## config.mk

```make
export PLATFORM = sky130hd
export DESIGN_NAME = fdtd_step_sequencer
export DESIGN_NICKNAME = d
export VERILOG_FILES = /design/src/rtl/fdtd_step_sequencer.sv
export SDC_FILE = /design/constraint.sdc
export NUM_CORES = 1
export LEC_CHECK = 0
export ABC_AREA = 1
export CORE_AREA = 2 2 114 138
export DETAILED_ROUTE_END_ITERATION = 16
export DIE_AREA = 0 0 116 140
export PLACE_DENSITY = 0.81
export SYNTH_ARGS = -nofsm -noshare
export SYNTH_HDL_FRONTEND = slang
export SYNTH_SLANG_ARGS = --single-unit
```

## constraint.sdc

```tcl
create_clock -name CLK -period 5.75 [get_ports CLK]
set_input_delay 1.725 -clock CLK [delete_from_list [all_inputs] [get_ports CLK]]
set_output_delay 1.725 -clock CLK [all_outputs]
set_load 0.01 [all_outputs]
```

## src/rtl/fdtd_step_sequencer.sv

```systemverilog
// Sequences one FDTD timestep: load Hy(n-1) and Ez(n-1) into the field buffer,
// run the update engine, then write one selected field back to data memory.
module fdtd_step_sequencer #(
    parameter int FDTD_DATA_WIDTH   = 32,
    parameter int BUFFER_ADDR_WIDTH = 6,
    parameter int FDTD_BUFFER_DEPTH = 64,
    parameter int DM_ADDR_WIDTH     = 32
) (
    input  logic                       CLK,
    input  logic                       RST,
    input  logic                       step_start_i,
    input  logic [BUFFER_ADDR_WIDTH:0] step_size_i,
    input  logic [DM_ADDR_WIDTH-1:0]   hy_base_i,
    input  logic [DM_ADDR_WIDTH-1:0]   ez_base_i,
    input  logic                       wb_sel_i,
    output logic                       dm_req_o,
    output logic                       dm_we_o,
    output logic [DM_ADDR_WIDTH-1:0]   dm_addr_o,
    input  logic                       dm_gnt_i,
    input  logic                       dm_rvalid_i,
    output logic                       buffer_hy_start_o,
    output logic                       buffer_ez_start_o,
    output logic                       buffer_hy_end_o,
    output logic                       buffer_ez_end_o,
    output logic                       wrtvalid_hy_old_o,
    output logic                       wrtvalid_ez_old_o,
    output logic                       calc_start_o,
    input  logic                       calc_done_i,
    output logic                       mem_rd_hy_en_o,
    output logic                       mem_rd_ez_en_o,
    output logic                       wrtvalid_sgl_o,
    output logic                       mem_rd_end_o,
    output logic                       busy_o,
    output logic                       step_done_o,
    output logic                       err_o,
    output logic [3:0]                 dbg_state_o
);

    localparam int CW = BUFFER_ADDR_WIDTH + 1;
    localparam logic [CW-1:0] DEPTH_C = CW'(FDTD_BUFFER_DEPTH);
    // Byte stride per field word (4 for 32-bit words, i.e. {index,2'b00}).
    localparam logic [DM_ADDR_WIDTH-1:0] WORD_BYTES = DM_ADDR_WIDTH'(FDTD_DATA_WIDTH / 8);

    typedef enum logic [3:0] {
        S_IDLE   = 4'd0,
        S_ARM_HY = 4'd1,
        S_LD_HY  = 4'd2,
        S_ARM_EZ = 4'd3,
        S_LD_EZ  = 4'd4,
        S_CALC   = 4'd5,
        S_WB_SEL = 4'd6,
        S_WB_RD  = 4'd7,
        S_WB_WR  = 4'd8,
        S_WB_END = 4'd9,
        S_DONE   = 4'd10
    } state_t;

    state_t                   state_q, state_d;
    logic                     phase_q, phase_d;
    logic [CW-1:0]            idx_q, idx_d;
    logic [CW-1:0]            rcv_q, rcv_d;
    logic [CW-1:0]            size_q, size_d;
    logic [DM_ADDR_WIDTH-1:0] hy_base_q, hy_base_d;
    logic [DM_ADDR_WIDTH-1:0] ez_base_q, ez_base_d;
    logic                     wb_sel_q, wb_sel_d;
    logic                     err_q, err_d;

    logic                     idle_like;
    logic                     size_bad;
    logic [CW-1:0]            idx_inc;
    logic [DM_ADDR_WIDTH-1:0] addr_base;
    logic [DM_ADDR_WIDTH-1:0] addr_off;

    always_ff @(posedge CLK or posedge RST) begin
        if (RST) begin
            state_q   <= S_IDLE;
            phase_q   <= 1'b0;
            idx_q     <= '0;
            rcv_q     <= '0;
            size_q    <= '0;
            hy_base_q <= '0;
            ez_base_q <= '0;
            wb_sel_q  <= 1'b0;
            err_q     <= 1'b0;
        end else begin
            state_q   <= state_d;
            phase_q   <= phase_d;
            idx_q     <= idx_d;
            rcv_q     <= rcv_d;
            size_q    <= size_d;
            hy_base_q <= hy_base_d;
            ez_base_q <= ez_base_d;
            wb_sel_q  <= wb_sel_d;
            err_q     <= err_d;
        end
    end

    // Data-memory handshake: a request transfers on a cycle with dm_req_o && dm_gnt_i;
    // dm_req_o/dm_we_o/dm_addr_o stay stable until then. Read data returns in order,
    // one dm_rvalid_i per accepted read, at least one cycle after the grant.
    always_comb begin
        state_d           = state_q;
        phase_d           = phase_q;
        idx_d             = idx_q;
        rcv_d             = rcv_q;
        size_d            = size_q;
        hy_base_d         = hy_base_q;
        ez_base_d         = ez_base_q;
        wb_sel_d          = wb_sel_q;
        err_d             = err_q;
        dm_req_o          = 1'b0;
        dm_we_o           = 1'b0;
        addr_base         = '0;
        buffer_hy_start_o = 1'b0;
        buffer_ez_start_o = 1'b0;
        buffer_hy_end_o   = 1'b0;
        buffer_ez_end_o   = 1'b0;
        wrtvalid_hy_old_o = 1'b0;
        wrtvalid_ez_old_o = 1'b0;
        calc_start_o      = 1'b0;
        mem_rd_hy_en_o    = 1'b0;
        mem_rd_ez_en_o    = 1'b0;
        wrtvalid_sgl_o    = 1'b0;
        mem_rd_end_o      = 1'b0;
        step_done_o       = 1'b0;
        idle_like         = (state_q == S_IDLE) || (state_q == S_DONE);
        size_bad          = (step_size_i == '0) || (step_size_i > DEPTH_C);
        idx_inc           = idx_q + 1'b1;

        case (state_q)
            S_IDLE: begin
            end
            // Buffer registers the start pulse, then changes state: hold two cycles.
            S_ARM_HY, S_ARM_EZ: begin
                buffer_hy_start_o = (state_q == S_ARM_HY) && !phase_q;
                buffer_ez_start_o = (state_q == S_ARM_EZ) && !phase_q;
                phase_d           = 1'b1;
                if (phase_q) begin
                    phase_d = 1'b0;
                    state_d = (state_q == S_ARM_HY) ? S_LD_HY : S_LD_EZ;
                end
            end
            S_LD_HY, S_LD_EZ: begin
                addr_base = (state_q == S_LD_HY) ? hy_base_q : ez_base_q;
                dm_req_o  = (idx_q < size_q);
                if (dm_req_o && dm_gnt_i) begin
                    idx_d = idx_inc;
                end
                if (rcv_q < size_q) begin
                    if (dm_rvalid_i) begin
                        rcv_d             = rcv_q + 1'b1;
                        wrtvalid_hy_old_o = (state_q == S_LD_HY);
                        wrtvalid_ez_old_o = (state_q == S_LD_EZ);
                    end
                end else begin
                    // All words in: close the buffer load; stray rvalids are dropped here.
                    buffer_hy_end_o = (state_q == S_LD_HY);
                    buffer_ez_end_o = (state_q == S_LD_EZ);
                    idx_d           = '0;
                    rcv_d           = '0;
                    phase_d         = 1'b0;
                    state_d         = (state_q == S_LD_HY) ? S_ARM_EZ : S_CALC;
                end
            end
            S_CALC: begin
                calc_start_o = !phase_q;
                phase_d      = 1'b1;
                if (calc_done_i) begin
                    phase_d = 1'b0;
                    state_d = S_WB_SEL;
                end
            end
            S_WB_SEL: begin
                mem_rd_hy_en_o = !phase_q && !wb_sel_q;
                mem_rd_ez_en_o = !phase_q && wb_sel_q;
                phase_d        = 1'b1;
                if (phase_q) begin
                    phase_d = 1'b0;
                    state_d = S_WB_RD;
                end
            end
            S_WB_RD: begin
                wrtvalid_sgl_o = 1'b1;
                state_d        = S_WB_WR;
            end
            S_WB_WR: begin
                addr_base = wb_sel_q ? ez_base_q : hy_base_q;
                dm_req_o  = 1'b1;
                dm_we_o   = 1'b1;
                if (dm_gnt_i) begin
                    idx_d   = idx_inc;
                    state_d = (idx_inc == size_q) ? S_WB_END : S_WB_RD;
                end
            end
            S_WB_END: begin
                mem_rd_end_o = 1'b1;
                idx_d        = '0;
                state_d      = S_DONE;
            end
            S_DONE: begin
                step_done_o = 1'b1;
                state_d     = S_IDLE;
            end
            default: begin
                state_d = S_IDLE;
            end
        endcase

        // busy_o is already low in DONE, so a start there is honoured as in IDLE.
        if (idle_like && step_start_i) begin
            err_d   = size_bad;
            phase_d = 1'b0;
            idx_d   = '0;
            rcv_d   = '0;
            if (size_bad) begin
                state_d = S_DONE;
            end else begin
                size_d    = step_size_i;
                hy_base_d = hy_base_i;
                ez_base_d = ez_base_i;
                wb_sel_d  = wb_sel_i;
                state_d   = S_ARM_HY;
            end
        end

        addr_off  = DM_ADDR_WIDTH'(idx_q) * WORD_BYTES;
        dm_addr_o = dm_req_o ? (addr_base + addr_off) : '0;
        busy_o    = !idle_like;
    end

    assign err_o       = err_q;
    assign dbg_state_o = state_q;

endmodule

```

Word level (Yosys, flattened, before mapping) --
Index checks and enable logic that the tools add are counted.
Storage, ports and cells: register bits after elaboration 92, latch bits 0, memory bits (writable) 0, bits in read-only memories 0, logic and storage cells 108, memories 0
Cells by class: add/sub/neg operators 3, multiply operators 0, div/mod/pow operators 0, order comparisons 3, equal/unequal tests 19, shift operators 0, muxes and demuxes 49, bitwise logic cells 1, reduce and logical (&&, ||, !) cells 24
Operators with widths (count):
- $mux 32 | 3
- $pmux 32 s2 | 1
- $mux 7 | 8
- $add 32x9->32 | 1
- $mux 4 | 8
- $pmux 4 s8 | 1
- $mux 1 | 23
- $pmux 7 s3 | 1
- $eq 4x3->1 const B | 4
- $ne 3x3->1 const B | 5
- $add 7x1->7 const B | 2
- $lt 7x7->1 | 2
- $eq 4x4->1 const B | 3
- $eq 4x2->1 const B | 2
- $reduce_bool 4->1 | 2
- $eq 7x7->1 | 1
- $gt 7x7->1 const B | 1
- $logic_not 7->1 | 1
- $logic_and 1x1->1 | 6
- $mux 3 | 2
- $reduce_and 2->1 | 3
- $reduce_and 6->1 | 1
- $eq 4x1->1 const B | 1
- $logic_not 4->1 | 1
- 12 further kinds | 16

Longest topological paths before layout --
Gate-level depths: netlist (run 1).
word-level depth 6, mapped depth 21, depth with buffers taken out 20

Least setup slack after synthesis (run 1) --
Ideal clock, no wire load.
path kind register to output, from reg state_q[0] (netlist: dbg_state_o[0]), to out dm_addr_o[20], arrival 3.008 ns, data required time 4.025 ns, setup slack 1.017 ns, stages on the path, launching flop included 17, path buffers 1, cell sequence dfrtp_1 > nor2_4 > nand2_1 > buf_2 > o21ai_2 > a22o_1 > ha_1 > inv_1 > fa_1 > inv_1 > nand2_1 > nand3_1 > a21oi_1 > nor2_2 > nand3_1 > xor2_1 > nor2_1
On the way: longest elaborated chain between the ends 5, elaborated cells between the ends (all ways) 9, classes of those cells add/sub: 1; eq/ne: 3; mux: 4; reduce/logical: 1
RTL lines:
- from (decl) | RTL line 58 | state_t state_q, state_d;
- from (signal assigned) | RTL line 86 | state_q <= state_d;
- $eq 4x2->1 or $eq 4x3->1 (tied branches) | RTL line 130, 144
- $mux 32 or $reduce_or 2->1 (tied branches) | RTL line 144, 130
- $pmux 32 s2 | RTL line 130 | case (state_q)
- $add 32x9->32 | RTL line 227 | dm_addr_o = dm_req_o ? (addr_base + addr_off) : '0;
- $mux 32 (*) | RTL line 227
- to (decl) | RTL line 18 | output logic [DM_ADDR_WIDTH-1:0] dm_addr_o,
Mark *: on every way between the ends. The rest lies on a longest branch, timed or not.

Final worst setup path (run 1) --
from reg state_q[2] (netlist: dbg_state_o[2]), to out dm_addr_o[25]
The elaborated chain is that of the path after synthesis.

==> results of run 1 <==
area by class of cell:
class	instances	area [um2]	area share (%)
tap	204	255	3.02
inverter	98	369	4.36
multi-input combinational	797	3820	45.1
sequential	92	2310	27.3
clock buffer	11	243	2.87
clock inverter	5	35.0	0.414
timing repair buffer	147	1440	17.0
synth_stat cells, drive strengths merged:
master and n:
a21oi 21, a211oi 1, or2 1, xnor2 3, clkbuf 2, buf 29
o21bai 6, xor2 12, nor2 180, inv 98, nor3 12, dfrtp 92
a22o 4, nand3 76, o21a 1, nand2 388, nand4 8, a21o 1
ha 22, fa 1, nor3b 1, o21ai 56, a22oi 3
power by group through the flow:
stage	registers, mW	clock network, mW	logic, mW
5_1_grt	1.21	0.602	2.58
3_5_place_dp	1.18	0	2.22
2_1_floorplan	1.12	0	1.53
4_1_cts	1.17	0.576	2.24
3_3_place_gp	1.17	0	2.17
6_report	1.17	0.570	2.30
timing repair:
action                     CTS  global route
setup endpoints to repair    3            21
resized for setup            3            14
pin swaps                    0             5
setup buffers                0             6
cells in the final DEF (no fill, tap or decap), types with 18 or more instances in the layout:
master	synthesis	layout
dfrtp_1	92	88
nand3_1	65	63
inv_1	92	91
o21ai_0	50	49
nand2_1	378	376
nor2_1	162	162
a21oi_1	20	20
clkdlybuf4s50_1	0	125
ha_1	22	22
buf_4	3	18
worst max-delay path: cells and delay by family (launching register included):
| family | cells | cell delay (ns) |
|---|---|---|
| and+or+nand+nor | 11 | 1.12 |
| buffers and inverters | 4 | 0.96 |
| AOI/OAI and AO/OA | 4 | 0.61 |
| DFF | 1 | 0.44 |
| adders and majority gates | 1 | 0.35 |
state kept, by name, summed over array words and instances, names as in the netlist:
| register | cells |
|---|---|
| dbg_state_o | 4 |
| err_o | 1 |
| ez_base_q | 32 |
| hy_base_q | 32 |
| idx_q | 7 |
| phase_q | 1 |
| rcv_q | 7 |
| size_q | 7 |
| wb_sel_q | 1 |
worst min path at each step:
stage                     slack, ns       endpoint     startpoint  cells after the start
final                          0.49   ez_base_q[7]   ez_base_q[7]                      2
after detailed placement       0.47   ez_base_q[7]   ez_base_q[7]                      2
after CTS                      0.49   ez_base_q[7]   ez_base_q[7]                      2
after global routing           0.51   hy_base_q[0]   hy_base_q[0]                      2
after floorplan                0.45  ez_base_q[31]  ez_base_q[31]                      2
after global placement         0.47   ez_base_q[6]   ez_base_q[6]                      2
metal layers:
metal / up-vias / wire (um)
met5: - / 0
li1: 3432 / -
met4: 0 / 502
met2: 246 / 9550
met3: 38 / 1260
met1: 3190 / 8440
cells by family after synthesis:
group                    after synthesis  share of synthesized area, %
AO/OA/AOI/OAI                         93                          7.98
flip-flops                            92                          34.7
XOR/XNOR                              15                          1.98
adder cells (fa/ha/maj)               23                          4.45
AND/OR/NAND/NOR                      666                          42.5
buffers and inverters                129                          8.34
per-stage QoR:
step                total power, mW  cell area, um2  TNS (ns)
floorplan                      2.65            6630         0
finish                         4.04            8460         0
global route                   4.39            8460   -0.0301
CTS                            3.99            8380         0
global placement               3.34            8090         0
detailed placement             3.40            8090         0
==> metrics.txt, run 1 <==
NumNets Final about 1200; Area Overhead vs Synth 27.6%; Internal 2.08 mW; NetSw 1.96 mW; CTS Buf Count 9; YS warnings 0; CP peak stage delay roughly 0.57 ns; ANT cells 0; I/O pin count 130; Hold-fix buffers, CTS 0; worst setup path endpoint dm_addr_o[25]; fillcell total roughly 1500; CTS tree done; Placement Setup Slack between 0.3 and 0.4 ns; global-route wire length before repair around 32 mm; Hold WC Path Type reg -> reg; Slew Viols, Final 0; VDD IR max 0.000227 V; count of final setup violators 0; Most Crowded Layer GR met2; Rel. slew slack 43.3%; Crit Path Max Fanout 9; htree depth 3; Die H ~140 um; Initial Util between 40 and 50%; status finished clean; Clock power frac roughly 14%; minimum clock period between 5 and 6 ns; total grt overflow 0; static leakage power ~4.2 nW; Synth area leaders dfrtp_1 (35%), nand2_1 (21%), nor2_1 (9.2%); met1 GRT Util around a third; largest area contributor in the netlist dfrtp_1; CTS root buffer clkbuf_16; final count of hold timing violations 0; Setup Crit Path Kind reg -> out; synthesized area between 6000 and 7000 um2; post-synthesis sequential area ratio approximately a third; critical-path cell list inv_2 > nand2_2 > inv_1 > nand2_2 > o21ai_4 > buf_4 > nand2_1 > o21ai_1 > ha_1 > nand2_1 > nand2_1 > o21bai_1 > nor2_1 > nor2_4 > nand2_4 > nor2_4 > nand2_1 > nand2_1 > a21oi_1 > clkdlybuf4s50_1; Reg2Reg Depth 11; Sw Ratio 48.5%; share of layout cells above drive strength 1 under 10%; max cap viols 0; Cell variety after synth 35; DRT iter0 DRCs 565; clock sinks just over 90; number of remaining DRC errors 0; Final WS setup between 0.15 and 0.2 ns; worst r2r dst wb_sel_q; syn nets ~1100; Total Routing Usage GR about a quarter; WL per Instance 14.6 um; Max Freq roughly 0.18 GHz; Setup Skew 0.00880 ns; Via density just over 5; Die Area 16200 um2; Critical Path End Type primary output; largest net degree at the start of global routing 57; Tcrit/Tclk final between 90% and 100%; vias in the first global route 6458; Slew @ Worst Pin 0.850 ns; Yosys top cell area share roughly a third; width of the chip 116 um; 1st-pass router iterations 6; r2r setup slk slightly below 3 ns; PD cells roughly 480 nW/um2; gpl congestion 0.978; CORE AREA about 15000 um2; Clk Latency, worst-skew pair 0.35 ns; Flop pwr share between 20 and 30%; flops & latches, synth between 90 and 100; post-route insts no fill roughly 1400; row cnt roughly 50; Syn Inst Count 1018; Port Buf Inserts between 100 and 150; worst r2r src dbg_state_o[1]; antenna viol nets, final 0; Placed Cells about 1300; CP required just over 4 ns; GR Layer Usage met3 3.12%; CP startpoint dbg_state_o[2]; CP Launch Type flip-flop; met2 Track Usage GR 40.1%; Min Hold Slack about 0.49 ns; Syn Area/Cell approximately 6.5 um2; post-DP HPWL 15.2 mm; Most common cell on crit path nand2_1; clk slew on worst S/H paths around 0.070 ns; Core Util, Final between 50 and 60%; worst path arrival time roughly 3.8 ns; Worst path slowest cell clkdlybuf4s50_1; Comb power frac a little under three fifths; Clock Tree Buf Depth 2; final WL between 15 and 20 mm; initial antenna violation count 0; DR vias just under 7000
Power figures use the tool's default switching activity.
==> inputs of run 2 (changes only) <==
==> config.mk (replaced) <==
export PLATFORM = sky130hd
export DESIGN_NAME = fdtd_step_sequencer
export DESIGN_NICKNAME = d
export VERILOG_FILES = /design/src/rtl/fdtd_step_sequencer.sv
export SDC_FILE = /design/constraint.sdc
export NUM_CORES = 1
export LEC_CHECK = 0
export CORE_AREA = 2 2 109 132
export DETAILED_ROUTE_END_ITERATION = 16
export DIE_AREA = 0 0 111 134
export PLACE_DENSITY = 0.82
export SYNTH_ARGS = -nofsm -noshare
export SYNTH_HDL_FRONTEND = slang
export SYNTH_SLANG_ARGS = --single-unit
==> metrics.txt, run 2 <==
Die Area 14900 um2 (-8.4%); post-DP HPWL 12.9 mm (-15%); count of final setup violators 0 (unchanged); YS warnings 0 (unchanged); VDD IR max 0.000218 V (-3.8%); Internal 2.43 mW (+17%); hold wc startpoint err_o; Rel. slew slack 28.2% (-15 points); Min Hold Slack 0.507 ns (+0.0202 ns); worst r2r src size_q[2]; htree depth 3 (unchanged); status finished clean; Initial Util 44.5% (-0.24 points); Async SR Flop Fraction 100% (unchanged); DRT iter0 DRCs 395 (-30%); CP Launch Type flip-flop; Sw Ratio 42.6% (-6.0 points); initial antenna violation count 0 (unchanged); CTS root buffer clkbuf_16; final WL 17.8 mm (-10%); clock sinks 92 (unchanged); Clock power frac 15.3% (+1.2 points); number of remaining DRC errors 0 (unchanged); vias in the first global route 5648 (-13%); row cnt 47 (-4.1%); minimum clock period 5.62 ns (+0.0524 ns); Hold EP err_o; Clock Tree Buf Depth 2 (unchanged); total grt overflow 0 (unchanged); synthesized area 6040 um2 (-8.9%); width of the chip 111 um (-4.3%); ys flop type dfrtp_1; NumNets Final 875 (-30%); largest area contributor in the netlist dfrtp_1; Area Overhead vs Synth 33.6%; Clk Latency, worst-skew pair 0.36 ns (about the same); largest net degree at the start of global routing 48 (-16%); Slew @ Worst Pin 1.07 ns (+0.218 ns); global-route wire length before repair 28.4 mm (-11%); Tcrit/Tclk final 97.7% (+0.91 points); Setup Crit Path Kind reg -> out; biggest regs ez_base_q: 32 flops, hy_base_q: 32 flops; Crit Path Max Fanout 5 (-4); Total Routing Usage GR 23.7% (-1.1 points); Reg2Reg Depth 9 (-2); static leakage power 3.40 nW (-19%); Yosys top cell area share 38.1% (+3.4 points); fillcell total 1127 (-23%); worst path arrival time 3.89 ns (+0.05 ns); gpl congestion 0.880 (-10%); Port Buf Inserts 129 (unchanged); clk slew on worst S/H paths 0.07 ns (about the same); post-synthesis sequential area ratio 38.1% (+3.4 points); Critical Path End Type primary output; CTS Buf Count 9 (unchanged); max cap viols 0 (unchanged); syn nets 736 (-34%); worst r2r dst idx_q[5]; Flop pwr share 28.6% (-0.4 points); Setup Skew 0.00568 ns (-0.00312 ns); Hold WC Path Type reg -> reg; total negative slack 0 ns (unchanged); hold depth 2 (unchanged); Via density 5.95 (+17%); most frequent cells in the layout clkdlybuf4s50_1 (121), dfrtp_1 (91), mux2_2 (67), nand2_1 (43), nor2_1 (37); final count of hold timing violations 0 (unchanged); PD cells 525 nW/um2 (+9.9%); 1st-pass router iterations 5 (-1); Commonest cells post-synth dfrtp_1 (92), mux2_2 (67), nand2_1 (43); share of layout cells above drive strength 1 18.7% (+11 points); ANT cells 0 (unchanged); Die H 134 um (-4.3%); r2r setup slk 2.55 ns (-0.42 ns); Syn Inst Count 635 (-38%); leading cell type in the layout, fill and taps excluded clkdlybuf4s50_1; Max Freq 0.178 GHz (-0.93%); CORE AREA 13600 um2 (-8.4%); DR vias 5651 (-18%); Slew Viols, Final 0 (unchanged); Syn Area/Cell 9.51 um2 (+46%); WL per Instance 18.7 um (+28%); most numerous cell in the Yosys netlist dfrtp_1; antenna viol nets, final 0 (unchanged); flops & latches, synth 92 (unchanged); I/O pin count 130 (unchanged); CP required 4.03 ns (about the same); CTS tree done; EDFF count, synth 0 (unchanged); Comb power frac 56.1% (-0.8 points); NetSw 1.80 mW (-8.1%); Cell variety after synth 69 (+97%); Synth area leaders dfrtp_1 (38%), mux2_2 (12%), ha_1 (4.6%)
run 2: changes by cell type in the layout (fill, tap and decap cells not counted), moves of 13 or more:
cell      previous run  this run
nand2b_1             0        14
and3_1               0        14
nor2_1             162        37
o21ai_0             49        26
mux2_2               0        67
a22o_1               4        17
nand2_1            376        43
buf_4               18        31
inv_1               91        17
nand3_1             63        22
nand3_2             13         0
run 2: kinds of logic (layout without fill, tap and decap cells):
group	count (synthesis)	count (layout)	share of synthesized area, %
simple gates	222	222	19.5
mux	70	70	13.0
flops	92	92	38.1
compound gates	158	158	18.1
buf+inv	51	195	3.58
xor+xnor	19	19	2.76
fa+ha+maj	23	23	4.89
run 2: critical path, stage by stage (launching register included):
cell             delay, ns
dfrtp_1               0.41
nand3b_1              0.25
buf_4                 0.17
buf_4                 0.13
a211o_1               0.26
a222oi_1              0.57
nand2_1               0.19
or3_4                 0.47
o41ai_1               0.45
clkdlybuf4s50_1       0.62
run 2: power groups by stage:
stage	Clock, mW	Sequential [mW]	Combinational, mW
finish	0.649	1.21	2.38
global route	0.683	1.25	2.58
CTS	0.654	1.21	2.32
detailed placement	0	1.21	2.29
global placement	0	1.20	2.24
floorplan	0	1.13	1.55
run 2: worst max-delay path by stage:
stage               slack (ns)             to      startpoint  depth (start not counted)
detailed placement        0.22  dm_addr_o[30]  dbg_state_o[2]                         14
floorplan                 0.04  dm_addr_o[30]  dbg_state_o[2]                         17
CTS                      -0.01  dm_addr_o[30]  dbg_state_o[2]                         14
global route            -0.005  dm_addr_o[26]  dbg_state_o[2]                         14
global placement          0.29  dm_addr_o[30]  dbg_state_o[2]                         14
finish                    0.13  dm_addr_o[27]  dbg_state_o[2]                          9
run 2: cell type report:
class	count	area (um2)	share of cell area [%]
clock inverter	6	86.3	1.07
clock buffer	10	229	2.84
sequential	92	2300	28.6
inverter	18	68.8	0.853
multi-input combinational	492	3600	44.6
timing repair buffer	161	1560	19.4
tap	171	214	2.65
run 2: per-layer routing:
metal	vias to the layer above	share of wire [%]	track usage, %	wire length (um)
met3	38	6.5	5.60	1160
met1	2735	41	29.3	7280
met4	0	3.1	8.68	552
met5	-	0	0	0
li1	2642	-	-	-
met2	236	49	40.5	8780
run 2: metrics by stage:
| stage | setup slack [ns] | instance area, um2 | power, mW | util [%] | std cells |
|---|---|---|---|---|---|
| 3_5_place_dp | 0.223 | 7590 | 3.51 | 55.9 | 927 |
| 5_1_grt | -0.00467 | 8070 | 4.52 | 59.4 | 950 |
| 4_1_cts | -0.00954 | 7960 | 4.18 | 58.6 | 947 |
| 3_3_place_gp | 0.292 | 7590 | 3.44 | 55.9 | 927 |
| 6_report | 0.133 | 8070 | 4.24 | 59.4 | 950 |
| 2_1_floorplan | 0.0426 | 6050 | 2.69 | - | 635 |
run 2: repair_timing:
action,CTS,global route
hold buffers,0,0
gates resized for setup,5,22
pin swaps,1,3
setup endpoints to repair,12,19
buffers inserted,4,3
